--- src/rtl/ram_pkg.sv ---
// Shared types and constants for the dual-port RAM with clear sequencer.
package ram_pkg;

    // Same-address read-during-write behaviour.
    localparam int unsigned RDW_OLD = 0;
    localparam int unsigned RDW_NEW = 1;

    // Sequencer states: StClear owns the array, StIdle serves user traffic.
    typedef enum logic [0:0] {
        StClear,
        StIdle
    } state_e;

    // Where the registered read data currently comes from.
    typedef enum logic [1:0] {
        SrcZero,
        SrcCore,
        SrcByp
    } rd_src_e;

endpackage

--- src/rtl/ram_sdp_core.sv ---
// Plain storage array: one write port, one registered read port, no reset.
// Read-first behaviour on same-address collisions (returns old contents).
module ram_sdp_core #(
    parameter int unsigned DATA_W = 8,
    parameter int unsigned ADDR_W = 8
) (
    input  logic              clk,
    input  logic              we,
    input  logic [ADDR_W-1:0] waddr,
    input  logic [DATA_W-1:0] wdata,
    input  logic              re,
    input  logic [ADDR_W-1:0] raddr,
    output logic [DATA_W-1:0] rdata
);

    localparam int unsigned Depth = 1 << ADDR_W;

    logic [DATA_W-1:0] mem [Depth];

    // Write port.
    always_ff @(posedge clk) begin
        if (we) begin
            mem[waddr] <= wdata;
        end
    end

    // Registered read port; holds its value when re is low.
    always_ff @(posedge clk) begin
        if (re) begin
            rdata <= mem[raddr];
        end
    end

endmodule

--- src/rtl/ram_dp_clear.sv ---
// Simple-dual-port RAM with a built-in clear sequencer that fills every word
// with CLEAR_VALUE after reset or on request. busy blocks user traffic.
module ram_dp_clear
    import ram_pkg::*;
#(
    parameter int unsigned       DATA_W      = 8,
    parameter int unsigned       ADDR_W      = 8,
    parameter logic [DATA_W-1:0] CLEAR_VALUE = '0,
    parameter int unsigned       RDW_MODE    = RDW_OLD
) (
    input  logic              clk,
    input  logic              rst,
    input  logic              wr_en,
    input  logic [ADDR_W-1:0] wr_addr,
    input  logic [DATA_W-1:0] wr_data,
    input  logic              rd_en,
    input  logic [ADDR_W-1:0] rd_addr,
    output logic [DATA_W-1:0] rd_data,
    output logic              rd_valid,
    input  logic              clear_req,
    output logic              busy
);

    state_e            state_q;
    logic [ADDR_W-1:0] clr_addr_q;

    rd_src_e           rd_src_q;
    logic [DATA_W-1:0] byp_q;
    logic              rd_valid_q;

    logic              wr_acc;
    logic              rd_acc;
    logic              bypass;

    logic              mem_we;
    logic [ADDR_W-1:0] mem_waddr;
    logic [DATA_W-1:0] mem_wdata;
    logic [DATA_W-1:0] core_rdata;

    assign busy = (state_q == StClear);

    // User requests are only accepted in IDLE; a cycle with rst high accepts nothing.
    assign wr_acc = wr_en && !busy && !rst;
    assign rd_acc = rd_en && !busy && !rst;

    // Write-through only matters when both ports hit the same word in one cycle.
    assign bypass = (RDW_MODE == RDW_NEW) && wr_acc && rd_acc && (wr_addr == rd_addr);

    // Sequencer FSM and clear address counter.
    always_ff @(posedge clk) begin
        if (rst) begin
            state_q    <= StClear;
            clr_addr_q <= '0;
        end else begin
            unique case (state_q)
                StClear: begin
                    clr_addr_q <= clr_addr_q + ADDR_W'(1);
                    if (&clr_addr_q) begin
                        state_q <= StIdle;
                    end
                end
                StIdle: begin
                    if (clear_req) begin
                        state_q <= StClear;
                    end
                end
                default: begin
                    state_q    <= StClear;
                    clr_addr_q <= '0;
                end
            endcase
        end
    end

    // Write port source: the sequencer while busy, otherwise the user port.
    always_comb begin
        mem_we    = wr_acc;
        mem_waddr = wr_addr;
        mem_wdata = wr_data;
        if (busy) begin
            mem_we    = 1'b1;
            mem_waddr = clr_addr_q;
            mem_wdata = CLEAR_VALUE;
        end
    end

    ram_sdp_core #(
        .DATA_W (DATA_W),
        .ADDR_W (ADDR_W)
    ) u_core (
        .clk   (clk),
        .we    (mem_we),
        .waddr (mem_waddr),
        .wdata (mem_wdata),
        .re    (rd_acc),
        .raddr (rd_addr),
        .rdata (core_rdata)
    );

    // Read strobe, read-source select and write-through bypass register.
    always_ff @(posedge clk) begin
        if (rst) begin
            rd_valid_q <= 1'b0;
            rd_src_q   <= SrcZero;
        end else begin
            rd_valid_q <= rd_acc;
            if (rd_acc) begin
                rd_src_q <= bypass ? SrcByp : SrcCore;
            end
        end
    end

    // Bypass data carries no reset; it is only selected after a bypassed read.
    always_ff @(posedge clk) begin
        if (bypass) begin
            byp_q <= wr_data;
        end
    end

    // Output mux; SrcZero gives the reset value before the first accepted read.
    always_comb begin
        rd_data = '0;
        unique case (rd_src_q)
            SrcCore: rd_data = core_rdata;
            SrcByp:  rd_data = byp_q;
            default: rd_data = '0;
        endcase
    end

    assign rd_valid = rd_valid_q;

endmodule

--- config.mk ---
export PLATFORM = sky130hd
export DESIGN_NAME = ram_dp_clear
export DESIGN_NICKNAME = d
export VERILOG_FILES = /design/src/rtl/ram_pkg.sv /design/src/rtl/ram_sdp_core.sv /design/src/rtl/ram_dp_clear.sv
export SDC_FILE = /design/constraint.sdc
export NUM_CORES = 2
export LEC_CHECK = 0
export ABC_CLOCK_PERIOD_IN_PS = 16300
export CAP_MARGIN = 40
export CORE_ASPECT_RATIO = 0.9
export CORE_MARGIN = 2
export CORE_UTILIZATION = 40
export CTS_CLUSTER_SIZE = 28
export DETAILED_ROUTE_END_ITERATION = 8
export HOLD_SLACK_MARGIN = 0.05
export PLACE_DENSITY = 0.52
export SETUP_SLACK_MARGIN = 0.15
export SYNTH_ARGS = -nofsm -noshare
export SYNTH_HDL_FRONTEND = slang
export SYNTH_SLANG_ARGS = --single-unit
--- constraint.sdc ---
create_clock -name clk -period 16.3 [get_ports clk]
set_clock_uncertainty 0.05 [all_clocks]
set_input_delay 1.63 -clock clk [delete_from_list [all_inputs] [get_ports clk]]
set_output_delay 1.63 -clock clk [all_outputs]
set_load 0.01 [all_outputs]
### Word level (Yosys, flattened, before mapping)

Memory sizes are Yosys's and may differ from the RTL's. A register that Yosys moved wholly into a read port is not among the register bits.
Cells that the tools add are included.

| storage, ports and cells | value |
|---|---|
| bits in registers | 11 |
| bits in writable memories | 2,048 |
| input port bits | 29 |
| output and inout port bits | 10 |
| memories | 1 |

| operators by class | value |
|---|---|
| add/subtract/negate cells | 1 |
| muxes and demuxes | 9 |
| bitwise logic cells | 1 |
| reduce and logical (&&, ||, !) cells | 6 |

Memory list:

| name | depth | width | rd ports | clocked after memory_dff | write ports | line | text |
|---|---|---|---|---|---|---|---|
| u_core.mem | 256 | 8 | 1 | 1 | 1 | ram_sdp_core.sv:18 | `logic [DATA_W-1:0] mem [Depth];` |

Operators with widths:

| operator | count |
|---|---|
| 2-to-1 mux 8 bit | 3 |
| adder 8 x 1 -> 8 bit (second input constant) | 1 |
| AND reduction 8 bit | 1 |
| 2-to-1 mux 1 bit | 5 |
| logical AND 1 bit | 4 |
| case mux 1 bit (2 select lines) | 1 |
| zero test 1 bit | 1 |
| NOT 1 bit | 1 |

### Depth between registers and ports, before layout

| depth | value |
|---|---|
| depth after elaboration | 5 |
| gate-level depth with buffers | 11 |
| gate-level depth less buffers | 6 |

### Modules after synthesis

From an unflattened synthesis, not the netlist that was laid out.

| second synthesis, totals | value |
|---|---|
| cell total of the unflattened synthesis | 3,810 |
| area total of the unflattened synthesis | 80,313.3 um^2 |

Modules (own cells, without submodules):

| module | times used | cells each | area each (um^2) | sequential area each (um^2) |
|---|---|---|---|---|
| ram_sdp_core | 1 | 3,733 | 79,636.4 | 61,739.2 |
| ram_dp_clear | 1 | 77 | 676.9 | 220.2 |

### Worst setup path before layout

Ideal clock, no wire load.

| path | value |
|---|---|
| path kind | input port to flip-flop |
| from | input wr_data[0] |
| to | memory u_core.mem[0][0], data pin |
| data arrival time | 4,857 ps |
| slack | 10,526 ps |
| stages | 1 |
| path buffers | 0 |
| cells stage by stage | and2_1 |

| on the way | value |
|---|---|
| longest elaborated chain between the ends | 1 |

RTL lines:

| item | line | text |
|---|---|---|
| start, declared | ram_dp_clear.sv:15 | `input logic [DATA_W-1:0] wr_data,` |
| 2-to-1 mux 8 bit | ram_dp_clear.sv:80 | `if (busy) begin` |
| end, declared | ram_sdp_core.sv:18 |  |

No other way between the ends.

==> run metrics <==
setup TNS=0 ns; WS Path Type=input pin to flip-flop; Synth Flop Type=edfxtp_1; max-cap viol count=0; Slowest-stage cell, CP=buf_4; Die Height=~430 um; synth warn=0; hold endpoint=clr_addr_q[2]$_SDFFE_PP0N_; CTS resizes=0; initial DRC count=between 4000 and 5000; die extent in x=between 400 and 500 um; sequential area share after synthesis=between 70% and 80%; Required @ worst endpoint=16.81 ns; reg2reg end=u_core.mem[97][0]$_DFFE_PP_; H-tree level count=4; FF-to-FF path depth=8; Tcrit/Tclk final=a little over a third; Comb power frac=under 10%; number of setup buffers added after CTS=0; internal power=8.51 mW; final WL=215000 um; total number of vias=approximately 40000; endpoints failing setup=0; CTS tree=built; GRT Overall Usage=about a fifth; Leakage=roughly 30 nW; wire length of the first global-routing pass=between 300000 and 400000 um; Post-synth EDFFs=slightly above 2000; most frequent cells in the layout=edfxtp_1, mux4_2, nor2_1; syn_area_per_cell=around 21 sq um; #FFs+latches synth=between 2000 and 2500; outcome=finished, final reports clean; Power Total=roughly 11 mW; initial antenna violation count=5; pin count of the biggest net entering global routing=about 200; r2r setup slk=around 12 ns; synthesized cell area=roughly 80000 sq um; syn_nets=a little under 4000; Site Rows=around 160; GP Congestion=approximately 0.80; clock network power share=42.5%; VDD IR-drop max=between 0.1 and 0.15 mV; crit path DAT=6.44 ns; commonest non-fill, non-tap cell in the layout=edfxtp_1; Core ar.=~200000 sq um; clk sinks=2067; # IOs=39; Final Hold Vio Count=0; CP Capture Type=flip-flop; drt wl/cell=approximately 31 um; post-DR vias/cell=5.76; Async S/R FF share, synth=0%; max-slew violation count=0; final core utilization=45.5%; max incr delay on CP=between 0.6 and 0.7 ns; Hold Path Class=flip-flop to flip-flop; cts hold-fix bufs=0; Critical Path Fanout Max=just under 90; worst hold path depth=2; Sw Share=approximately a fifth; IO buf count=38; HP Start=clr_addr_q[2]$_SDFFE_PP0N_; Clock Path Buffers=3; die area=roughly 210000 sq um; worst r2r src=state_q$_SDFF_PP0_; Slew headroom=between 20% and 30%; Residual DRC=0; P_sw=approximately 2.3 mW; Cells after Synth=approximately 3900; crit-path cells=buf_8, buf_4, buf_4, buf_12, buf_4, mux4_2, mux4_2, and2_1, nor3_1, nor4_1; root cell of the clock tree=clkbuf_16; Yosys cell types=67; Inserted Clock Buffers=between 200 and 250; fraction of layout cells with a size suffix above 1=21.6%; starting density of the core=around two fifths; Peak Freq=169 MHz; total global routing overflow=0; sequential share of power=between 50% and 60%; count of antenna-violating nets left after detailed routing=0; Tmin final=~5.9 ns; crit path launch type=input pin; worst-skew pair later-pin latency=0.83 ns; vias in the first global route=40300; CTS clock-pin slew for the worst setup and hold paths=0.06 ns; Worst Tran Pin Value=~1.2 ns; dpl hpwl=between 100000 and 150000 um; Syn-to-layout area delta=13.0%; RSZ-0062 raised after global routing=false; fin nets=approximately 4100; CP dominant cell by count=buf_4; Detailed Routing Iterations Pass 1=6; pwr dens=between 100 and 150 nW/um^2
## power groups by stage
stage / logic [mW] / registers (mW) / clock network (mW)
2_1_floorplan: 0.278 / 5.88 / 0
3_3_place_gp: 0.426 / 5.88 / 0
3_5_place_dp: 0.431 / 5.88 / 0
4_1_cts: 0.433 / 5.76 / 4.66
5_1_grt: 0.450 / 5.76 / 4.87
6_report: 0.430 / 5.76 / 4.57
## worst max-delay path by stage
| stage | from | end | slack [ns] | cells past startpoint |
|---|---|---|---|---|
| after floorplan | wr_data[0] | u_core.mem[0][0]$_DFFE_PP_ | 10.53 | 1 |
| after global placement | rd_addr[1] | u_core.rdata[6]$_DFFE_PP_ | 9.46 | 10 |
| after detailed placement | rd_addr[1] | u_core.rdata[0]$_DFFE_PP_ | 9.44 | 10 |
| after CTS | rd_addr[1] | u_core.rdata[0]$_DFFE_PP_ | 10.34 | 10 |
| after global routing | rd_addr[1] | u_core.rdata[0]$_DFFE_PP_ | 10.20 | 10 |
| final | rd_addr[1] | u_core.rdata[0]$_DFFE_PP_ | 10.38 | 10 |
## synthesized netlist by cell type (all sizes together), types with 3 or more instances
master / number / share of area, %
and2: 25 / 0.19
a221oi: 21 / 0.23
mux2i: 165 / 2.0
nor4: 17 / 0.15
inv: 8 / 0.037
o211ai: 5 / 0.046
nand3b: 3 / 0.028
a32o: 4 / 0.050
o32ai: 12 / 0.13
a21oi: 75 / 0.46
o21a: 3 / 0.028
o22a: 5 / 0.054
nor2b: 13 / 0.10
edfxtp: 2056 / 76
nor3: 28 / 0.20
nand2b: 10 / 0.077
mux4: 434 / 12
buf: 124 / 1.3
nand2: 70 / 0.33
o22ai: 44 / 0.34
a22oi: 116 / 1.1
o221ai: 22 / 0.25
o21ai: 34 / 0.21
a211oi: 29 / 0.27
or2: 6 / 0.046
nand3: 40 / 0.25
a311oi: 7 / 0.076
a22o: 29 / 0.31
a2111oi: 5 / 0.054
dfxtp: 11 / 0.27
xor2: 3 / 0.033
clkbuf: 106 / 0.69
o31ai: 7 / 0.065
a32oi: 4 / 0.043
a31oi: 9 / 0.070
and3: 6 / 0.046
and3b: 3 / 0.033
xnor2: 4 / 0.043
nor2: 306 / 1.4
or3: 4 / 0.031
## through the flow
stage	setup WS, ns	area, sq um	hold WS, ns	cells
CTS	10.34	91300	0.540	6958
detailed placement	9.44	84900	0.525	6591
global placement	9.46	83900	0.522	6478
global route	10.20	91400	0.562	6969
finish	10.38	91400	0.538	6970
floorplan	10.53	80900	0.456	3890
## final cells by class
cell class,count,area [sq um]
repair buffers,258,2290
multi-input cells,1583,17300
diodes,1,2.50
inverters,8,30.0
well taps,2686,3360
clock inverters,109,916
clock buffers,258,5460
fillers,16900,109000
flip-flops and latches,2067,62000
## metal layers
| metal | track usage, % | up-vias | share of wire [%] |
|---|---|---|---|
| li1 | - | 16700 | - |
| met4 | 5.77 | 0 | 2.7 |
| met2 | 31.4 | 1409 | 46 |
| met1 | 30.9 | 21700 | 45 |
| met5 | 0 | - | 0 |
| met3 | 3.75 | 287 | 6.5 |
## kinds of logic (layout without fill, tap and decap cells)
logic type | Yosys count | after routing | share of synthesized area [%]
compound gates | 437 | 437 | 3.83
mux | 599 | 599 | 14.4
simple gates | 539 | 539 | 2.99
buf+inv | 240 | 633 | 2.07
fa+ha+maj | 1 | 1 | 0.0155
xor+xnor | 7 | 7 | 0.0758
flops | 2067 | 2067 | 76.6
other cells | 0 | 1 | 0
## critical path, delay by kind of cell
kind          cells  cell delay (ns)
buf+inv           5             2.85
simple gates      3             0.79
mux               2             0.90
## state kept, by name, summed over array words and instances (netlist names)
signal,cells
u_core.rdata,8
rd_valid,1
clr_addr_q,8
rd_src_q,1
state_q,1
u_core.mem,2048
Note: power is estimated with default switching activity, not from simulation.
